$ cat src/rtl/uart_pkg.sv
// Shared UART definitions: parity selectors, transmitter state encoding and
// the frame-length helper used by both the transmitter and the receiver.
package uart_pkg;

  localparam int PARITY_NONE = 0;
  localparam int PARITY_ODD  = 1;
  localparam int PARITY_EVEN = 2;

  typedef logic [2:0] tx_state_t;

  localparam tx_state_t ST_IDLE  = 3'd0;
  localparam tx_state_t ST_START = 3'd1;
  localparam tx_state_t ST_DATA  = 3'd2;
  localparam tx_state_t ST_PAR   = 3'd3;
  localparam tx_state_t ST_STOP  = 3'd4;
  localparam tx_state_t ST_BREAK = 3'd5;

  function automatic int frame_bits(input int data_bits, input int parity, input int stop_bits);
    return 1 + data_bits + ((parity != PARITY_NONE) ? 1 : 0) + stop_bits;
  endfunction

endpackage

$ cat src/rtl/uart_tx_frame_if.sv
// Valid/ready word handshake into the UART transmitter.
interface uart_tx_frame_if #(
  parameter int DATA_BITS = 8
);
  logic [DATA_BITS-1:0] in;
  logic                 in_valid;
  logic                 in_ready;

  modport master (output in, output in_valid, input in_ready);
  modport slave  (input in, input in_valid, output in_ready);
endinterface

$ cat src/rtl/uart_tx_hold.sv
// Single-entry holding register between the handshake and the shift register.
module uart_tx_hold #(
  parameter int DATA_BITS = 8
) (
  input  logic                 ref_clk,
  input  logic                 reset_n,
  input  logic [DATA_BITS-1:0] push_data_i,
  input  logic                 push_valid_i,
  output logic                 push_ready_o,
  input  logic                 pop_i,
  output logic                 full_o,
  output logic [DATA_BITS-1:0] data_o
);

  logic                 full_q, full_d;
  logic [DATA_BITS-1:0] data_q, data_d;

  assign push_ready_o = ~full_q;
  assign full_o       = full_q;
  assign data_o       = data_q;

  // NOTE: every variable is given its current value first, so no path leaves it unassigned and no latch is inferred.
  always_comb begin
    full_d = full_q;
    data_d = data_q;
    if (push_valid_i && !full_q) begin
      full_d = 1'b1;
      data_d = push_data_i;
    end else if (pop_i) begin
      full_d = 1'b0;
    end
  end

  // NOTE: flops take non-blocking assignments so all registers update together from pre-edge values.
  always_ff @(posedge ref_clk or negedge reset_n) begin
    if (!reset_n) full_q <= 1'b0;
    else          full_q <= full_d;
  end

  // NOTE: the data register carries no reset; full_q alone says whether its contents mean anything.
  always_ff @(posedge ref_clk) begin
    data_q <= data_d;
  end

endmodule

$ cat src/rtl/uart_tx_frame.sv
// Parametrised UART transmitter: start, DATA_BITS data (LSB first), optional
// parity, 1-2 stop bits, plus line break; bit timing from the bit_clk strobe.
module uart_tx_frame
  import uart_pkg::*;
#(
  parameter int DATA_BITS = 8,
  parameter int PARITY    = PARITY_NONE,
  parameter int STOP_BITS = 1
) (
  input  logic           ref_clk,
  input  logic           reset_n,
  input  logic           bit_clk,
  uart_tx_frame_if.slave tx_if,
  input  logic           brk,
  output logic           busy,
  output logic           done,
  output logic           out
);

  localparam logic [3:0] LAST_BIT  = 4'(DATA_BITS - 1);
  localparam logic       LAST_STOP = 1'(STOP_BITS - 1);

  tx_state_t            state_q, state_d;
  logic [DATA_BITS-1:0] shift_q, shift_d;
  logic [3:0]           bit_cnt_q, bit_cnt_d;
  logic                 stop_cnt_q, stop_cnt_d;
  logic                 par_q, par_d;
  logic                 out_q, out_d;
  logic                 done_q, done_d;
  logic                 load;
  logic                 hold_full;
  logic [DATA_BITS-1:0] hold_data;

  uart_tx_hold #(.DATA_BITS(DATA_BITS)) u_hold (
    .ref_clk      (ref_clk),
    .reset_n      (reset_n),
    .push_data_i  (tx_if.in),
    .push_valid_i (tx_if.in_valid),
    .push_ready_o (tx_if.in_ready),
    .pop_i        (load),
    .full_o       (hold_full),
    .data_o       (hold_data)
  );

  always_comb begin
    state_d    = state_q;
    shift_d    = shift_q;
    bit_cnt_d  = bit_cnt_q;
    stop_cnt_d = stop_cnt_q;
    par_d      = par_q;
    out_d      = out_q;
    done_d     = 1'b0;
    load       = 1'b0;
    if (bit_clk) begin
      case (state_q)
        ST_IDLE: begin
          if (brk) begin
            state_d = ST_BREAK;
            out_d   = 1'b0;
          end else if (hold_full) begin
            load = 1'b1;
          end else begin
            out_d = 1'b1;
          end
        end
        ST_START: begin
          state_d   = ST_DATA;
          out_d     = shift_q[0];
          shift_d   = shift_q >> 1;
          bit_cnt_d = '0;
        end
        ST_DATA: begin
          if (bit_cnt_q == LAST_BIT) begin
            if (PARITY != PARITY_NONE) begin
              state_d = ST_PAR;
              out_d   = par_q;
            end else begin
              state_d    = ST_STOP;
              out_d      = 1'b1;
              stop_cnt_d = 1'b0;
            end
          end else begin
            out_d     = shift_q[0];
            shift_d   = shift_q >> 1;
            bit_cnt_d = bit_cnt_q + 4'd1;
          end
        end
        ST_PAR: begin
          state_d    = ST_STOP;
          out_d      = 1'b1;
          stop_cnt_d = 1'b0;
        end
        ST_STOP: begin
          if (stop_cnt_q == LAST_STOP) begin
            done_d = 1'b1;
            // A pending break wins over a queued word; a queued word starts with no mark gap.
            if (brk) begin
              state_d = ST_BREAK;
              out_d   = 1'b0;
            end else if (hold_full) begin
              load = 1'b1;
            end else begin
              state_d = ST_IDLE;
              out_d   = 1'b1;
            end
          end else begin
            stop_cnt_d = stop_cnt_q + 1'b1;
          end
        end
        ST_BREAK: begin
          if (!brk) begin
            state_d = ST_IDLE;
            out_d   = 1'b1;
          end else begin
            out_d = 1'b0;
          end
        end
        default: begin
          state_d = ST_IDLE;
          out_d   = 1'b1;
        end
      endcase
    end
    if (load) begin
      state_d = ST_START;
      out_d   = 1'b0;
      shift_d = hold_data;
      par_d   = (PARITY == PARITY_ODD) ? ~^hold_data : ^hold_data;
    end
  end

  always_ff @(posedge ref_clk or negedge reset_n) begin
    if (!reset_n) begin
      state_q    <= ST_IDLE;
      bit_cnt_q  <= '0;
      stop_cnt_q <= 1'b0;
      out_q      <= 1'b1;
      done_q     <= 1'b0;
    end else begin
      state_q    <= state_d;
      bit_cnt_q  <= bit_cnt_d;
      stop_cnt_q <= stop_cnt_d;
      out_q      <= out_d;
      done_q     <= done_d;
    end
  end

  always_ff @(posedge ref_clk) begin
    shift_q <= shift_d;
    par_q   <= par_d;
  end

  assign busy = (state_q != ST_IDLE);
  assign done = done_q;
  assign out  = out_q;

endmodule

$ cat src/flat_wrapper.sv
// flat-port wrapper written by rule: the top's interface ports become plain ports
module uart_tx_frame_flat import uart_pkg::*;
#(
  parameter int DATA_BITS = 8,
  parameter int PARITY    = PARITY_NONE,
  parameter int STOP_BITS = 1
)
  (ref_clk, reset_n, bit_clk, brk, busy, done, out, tx_if_in, tx_if_in_valid, tx_if_in_ready);
  uart_tx_frame_if #(.DATA_BITS(DATA_BITS)) tx_if_i ();
  input  logic ref_clk;
  input  logic reset_n;
  input  logic bit_clk;
  input  logic brk;
  output logic busy;
  output logic done;
  output logic out;
  input wire logic [$bits(tx_if_i.in)-1:0] tx_if_in;
  input wire logic [$bits(tx_if_i.in_valid)-1:0] tx_if_in_valid;
  output wire logic [$bits(tx_if_i.in_ready)-1:0] tx_if_in_ready;
  assign tx_if_i.in = tx_if_in;
  assign tx_if_i.in_valid = tx_if_in_valid;
  assign tx_if_in_ready = tx_if_i.in_ready;
  uart_tx_frame #(.DATA_BITS(DATA_BITS), .PARITY(PARITY), .STOP_BITS(STOP_BITS)) u_core (.ref_clk(ref_clk), .reset_n(reset_n), .bit_clk(bit_clk), .tx_if(tx_if_i), .brk(brk), .busy(busy), .done(done), .out(out));
endmodule
$ cat config.mk
export PLATFORM = sky130hd
export DESIGN_NAME = uart_tx_frame_flat
export DESIGN_NICKNAME = d
export VERILOG_FILES = /design/src/rtl/uart_pkg.sv /design/src/rtl/uart_tx_frame_if.sv /design/src/rtl/uart_tx_hold.sv /design/src/rtl/uart_tx_frame.sv /design/src/flat_wrapper.sv
export SDC_FILE = /design/constraint.sdc
export NUM_CORES = 1
export LEC_CHECK = 0
export CORE_MARGIN = 5
export CORE_UTILIZATION = 48
export DETAILED_ROUTE_END_ITERATION = 8
export HOLD_SLACK_MARGIN = 0.1
export PLACE_DENSITY = 0.74
export SYNTH_ARGS = -nofsm -noshare
export SYNTH_HDL_FRONTEND = slang
export SYNTH_HIERARCHICAL = 1
export SYNTH_SLANG_ARGS = --single-unit
$ cat constraint.sdc
create_clock -name ref_clk -period 1.35 [get_ports ref_clk]
set_input_delay 0.2025 -clock ref_clk [delete_from_list [all_inputs] [get_ports ref_clk]]
set_output_delay 0.2025 -clock ref_clk [all_outputs]
set_load 0.1 [all_outputs]
== Yosys cells after proc, flatten, opt, wreduce, memory -nomap -nowiden ==
Index checks and enable logic that the tools add are counted.

* Add/sub/neg operators: 2
* Equality and inequality tests: 14
* Mux-type cells: 36
* Bitwise gates (word level): 1
* Reduce and logical (&&, ||, !) cells: 14

{| class="wikitable"
|+ Operator list
! operator !! count
|-
| $mux 3 || 8
|-
| $mux 8 || 3
|-
| $mux 1 || 18
|-
| $pmux 3 s6 || 1
|-
| $pmux 8 s2 || 1
|-
| $ne 3x2->1 const B || 3
|-
| $reduce_and 3->1 || 3
|-
| $reduce_bool 3->1 || 3
|-
| $pmux 4 s2 || 1
|-
| $eq 3x2->1 const B || 2
|-
| $eq 3x3->1 const B || 2
|-
| $reduce_and 6->1 || 1
|-
| $reduce_bool 2->1 || 3
|-
| $pmux 1 s5 || 1
|-
| $add 4x1->4 const B || 1
|-
| $eq 4x3->1 const B || 1
|-
| $mux 4 || 1
|-
| $ne 4x3->1 const B || 1
|-
| $eq 3x1->1 const B || 1
|-
| $logic_not 3->1 || 1
|-
| $ne 3x1->1 const B || 1
|-
| $ne 3x3->1 const B || 1
|-
| $pmux 1 s3 || 1
|-
| $ne 2x1->1 const B || 1
|-
| 7 further kinds || 7
|}

* Register bits after elaboration: 27
* Input port bits: 13
* Output and inout bits: 4
* Logic and storage cells: 75

== Depth between registers and ports, before layout ==
* Depth in word-level cells: 7
* Mapped depth: 5
* Depth with buffers taken out: 4

== Modules after synthesis ==
Netlist, hierarchy kept.

{| class="wikitable"
|+ By module, submodules not included
! module !! instances !! cells each !! area each (µm²) !! sequential area each (µm²)
|-
| uart_tx_frame || 1 || 81 || 996.0 || 466.7
|-
| uart_tx_hold || 1 || 12 || 285.3 || 265.3
|}

== Worst setup path before layout ==
OpenSTA, ideal clock, no wires.

* Path type: register -> output
* Start: register u_core.state_q[1]
* End: output port busy
* Arrival: 1318 ps
* Data required time: 1148 ps
* Slack: -170 ps
* Cell stages (with the launch flop): 3
* Buffers on the path: 1
* Cells stage by stage: dfrtp_1 > buf_4 > or3_1

* Cells in the longest elaborated chain, start to end: 1

{| class="wikitable"
|+ Ends and longest elaborated chain
! what !! RTL line !! text
|-
| from (decl) || uart_tx_frame.sv:23 || <nowiki>tx_state_t state_q, state_d;</nowiki>
|-
| from (signal assigned) || uart_tx_frame.sv:140 || <nowiki>state_q <= state_d;</nowiki>
|-
| $reduce_bool 3->1 || uart_tx_frame.sv:153 || <nowiki>assign busy = (state_q != ST_IDLE);</nowiki>
|-
| to (decl) || flat_wrapper.sv:14 || <nowiki>output logic busy;</nowiki>
|}

Every way passes these cells.

== Final worst setup path ==
* Start: register u_core.state_q[2]
* End: output port busy

Same word-level chain as after synthesis.

==> reports/metrics.yaml <==
run_status:
  outcome: "finished, violations left"
  violations: "negative setup slack"
power:
  power_density_nw_per_um2: 2070
  p_sw_uw: 1560
  switching_share: 0.381
  pwr-share-clk: 0.086
  vdd_drop_max_uv: 1690
  seqPwrFrac: 0.311
  p_int_uw: 2530
  power_leakage_uw: 0.000868
  pwr-share-comb: 0.604
  power_uw: 4080
grt:
  overflow: 0
  grt_pass1_vias: 1055
  grt_max_degree: 15
  use_met1: 0.270
  antenna_found_initial: 0
  use_met2: 0.311
  grtUsageMet3: 0.0252
  grt_pass1_wl_mm: 5.24
  grt_util_all_layers: 0.198
  busiest_layer: "met2"
sta:
  hold_viol: 0
  slew-limit-headroom: 0.686
  finalCriticalPeriod_ps: 1660
  slew_violations: 0
  fin_ws_ps: -308
  max_freq_mhz: 603
  timing.final.crit_share: 1.23
  fin_skew_ps: 2.08
  rsz0062_at_grt: "yes"
  worst_pin_slew_ps: 469
  setup_viol: 23
critical_path:
  cp.arrival_ps: 1460
  reg2reg_slack_ps: -280
  r2r-start: "u_core/state_q[0]"
  cp.required_ps: 1150
  cp-start-kind: "register"
  rr_endpoint: "u_core/shift_q[4]"
  path_class: "register to primary output"
  cp-end-kind: "primary output"
  r2r_cells: 6
  cp_max_fo: 2
placement:
  gp_congestion: 0.862
  numPortBuffers: 16
  place_ws_ps: -434
  dp.cells: 152
  dp_hpwl_mm: 1.86
route:
  via_per_inst: 5.91
  drt_iter0_drc: 42
  route.detailed.drc: 0
  antenna_left: 0
  wl_per_cell_um: 19.3
  wl_mm: 3.43
  vias: 1052
  drt_pass1_iterations: 4
synthesis:
  synth_nets: 107
  ys.flop_type: "edfxtp_1"
  ys_ff_latch: 26
  async_flop_share: 0.385
  ys_types: 42
  synth_edf_count: 16
  ys_warn_count: 6
  syn_area_per_cell_um2: 13.8
  seq_area_frac_synth: 0.571
  syn_area_um2: 1280
  synth_cells: 93
clock_tree:
  clock_latency_ps: 340
  clockBufferDepth: 2
  cts_max_level: 1
  tritoncts: "yes"
  holdBufCountCts: 0
  cts_sinks: 26
  cts_inserted_buffers: 3
  clk_pin_slew_ps: 140
  cts_root_buffer: "clkbuf_4"
finish:
  final_cells: 178
  layout-drive-gt1-share: 0.534
  area_growth_pct: 54.2
  fin_nets: 163
  antenna_cells: 0
  final_util: 0.783
die:
  ios: 17
  die_area_um2: 3800
  die_x_um: 61.7
  die_h_um: 61.7
  fp.coreArea_um2: 2520
  num_rows: 18
  initial_utilization: 0.508
run:
  drv_cap: 0
hold_path:
  hold_path.class: "input port to async pin"
what timing repair did:
item	CTS	global route
setup endpoints to repair	21	25
buffers inserted	19	5
pin swaps	11	10
resized for setup	25	15
critical path: stages (launching register included):
cell	delay, ps
dfrtp_1	430
buf_6	130
or3_4	390
buf_12	170
layer usage:
| layer | share of wire | vias to the layer above |
|---|---|---|
| li1 | - | 470 |
| met1 | 0.40 | 512 |
| met2 | 0.50 | 61 |
| met3 | 0.064 | 9 |
| met4 | 0.029 | 0 |
| met5 | 0 | - |
area by class of cell:
| type | count | area [um2] |
|---|---|---|
| Multi-Input combinational cell | 59 | 612 |
| Clock inverter | 1 | 3.75 |
| Fill cell | 139 | 547 |
| Timing Repair Buffer | 55 | 549 |
| Tap cell | 30 | 37.5 |
| Inverter | 4 | 17.5 |
| Sequential cell | 26 | 733 |
| Clock buffer | 3 | 22.5 |
synthesized netlist by cell type (3+ instances only):
master,instances,share of area
nand3b_1,3,0.018
nor2_1,3,0.0088
nand2b_1,5,0.024
dfrtp_1,9,0.18
edfxtp_1,16,0.37
mux2_4,7,0.082
inv_1,4,0.012
nand2_1,3,0.0088
stage by stage:
step           TNS [ps]  instance area [um2]  hold slack [ps]
2_1_floorplan      -475                 1290            -93.1
3_3_place_gp      -6690                 1630              529
3_5_place_dp      -8060                 1630              537
4_1_cts           -3440                 1890              188
5_1_grt           -5460                 1980              195
6_report          -4680                 1980              166
power by group through the flow:
stage                     registers, uW  clock network (uW)  logic (uW)
after detailed placement           1280                   0        1680
final                              1270                 351        2460
after floorplan                    1410                   0         925
after global placement             1270                   0        1630
after global routing               1290                 398        2580
after CTS                          1250                 346        2180
cell families (layout without fill, tap and decap cells):
family / Yosys count / count (layout) / share of synthesized area
fa+ha+maj: 1 / 1 / 0.00976
compound gates: 20 / 20 / 0.127
simple gates: 31 / 31 / 0.179
mux: 7 / 7 / 0.0820
buf+inv: 8 / 63 / 0.0312
flops: 26 / 26 / 0.571
sequential cells by signal, summed over array words and instances (netlist names):
register and cells:
u_core/shift_q 8, u_core/bit_cnt_q 4, u_core/state_q 3, u_core/u_hold/data_o 8, u_core/u_hold/full_o 1, u_core/out 1, u_core/done 1
layout by cell type, fill, tap and decap left out, types with 2 or more instances in the layout:
cell type,Yosys,final
or3_4,0,2
nand2_1,3,2
dfrtp_1,9,8
and3_2,2,2
o31ai_2,0,2
o21bai_1,2,2
mux2_4,7,7
edfxtp_1,16,16
clkbuf_4,0,3
buf_4,2,24
nand2b_1,5,4
clkdlybuf4s50_1,0,12
buf_12,0,4
buf_6,0,15
and4b_1,2,2
nor2_1,3,2
a21oi_1,2,2
nand3b_1,3,3
inv_1,4,2
worst max-delay path by stage:
| stage | from | end | slack [ps] | cells past startpoint |
|---|---|---|---|---|
| 6_report | u_core/state_q[2] | busy | -310 | 3 |
| 5_1_grt | u_core/state_q[2] | busy | -360 | 3 |
| 4_1_cts | u_core/state_q[2] | busy | -290 | 3 |
| 3_5_place_dp | bit_clk | u_core/shift_q[2] | -430 | 4 |
| 3_3_place_gp | bit_clk | u_core/shift_q[6] | -360 | 4 |
| 2_1_floorplan | u_core/state_q[2] | u_core/shift_q[0] | -50 | 4 |
Power figures use the tool's default switching activity.
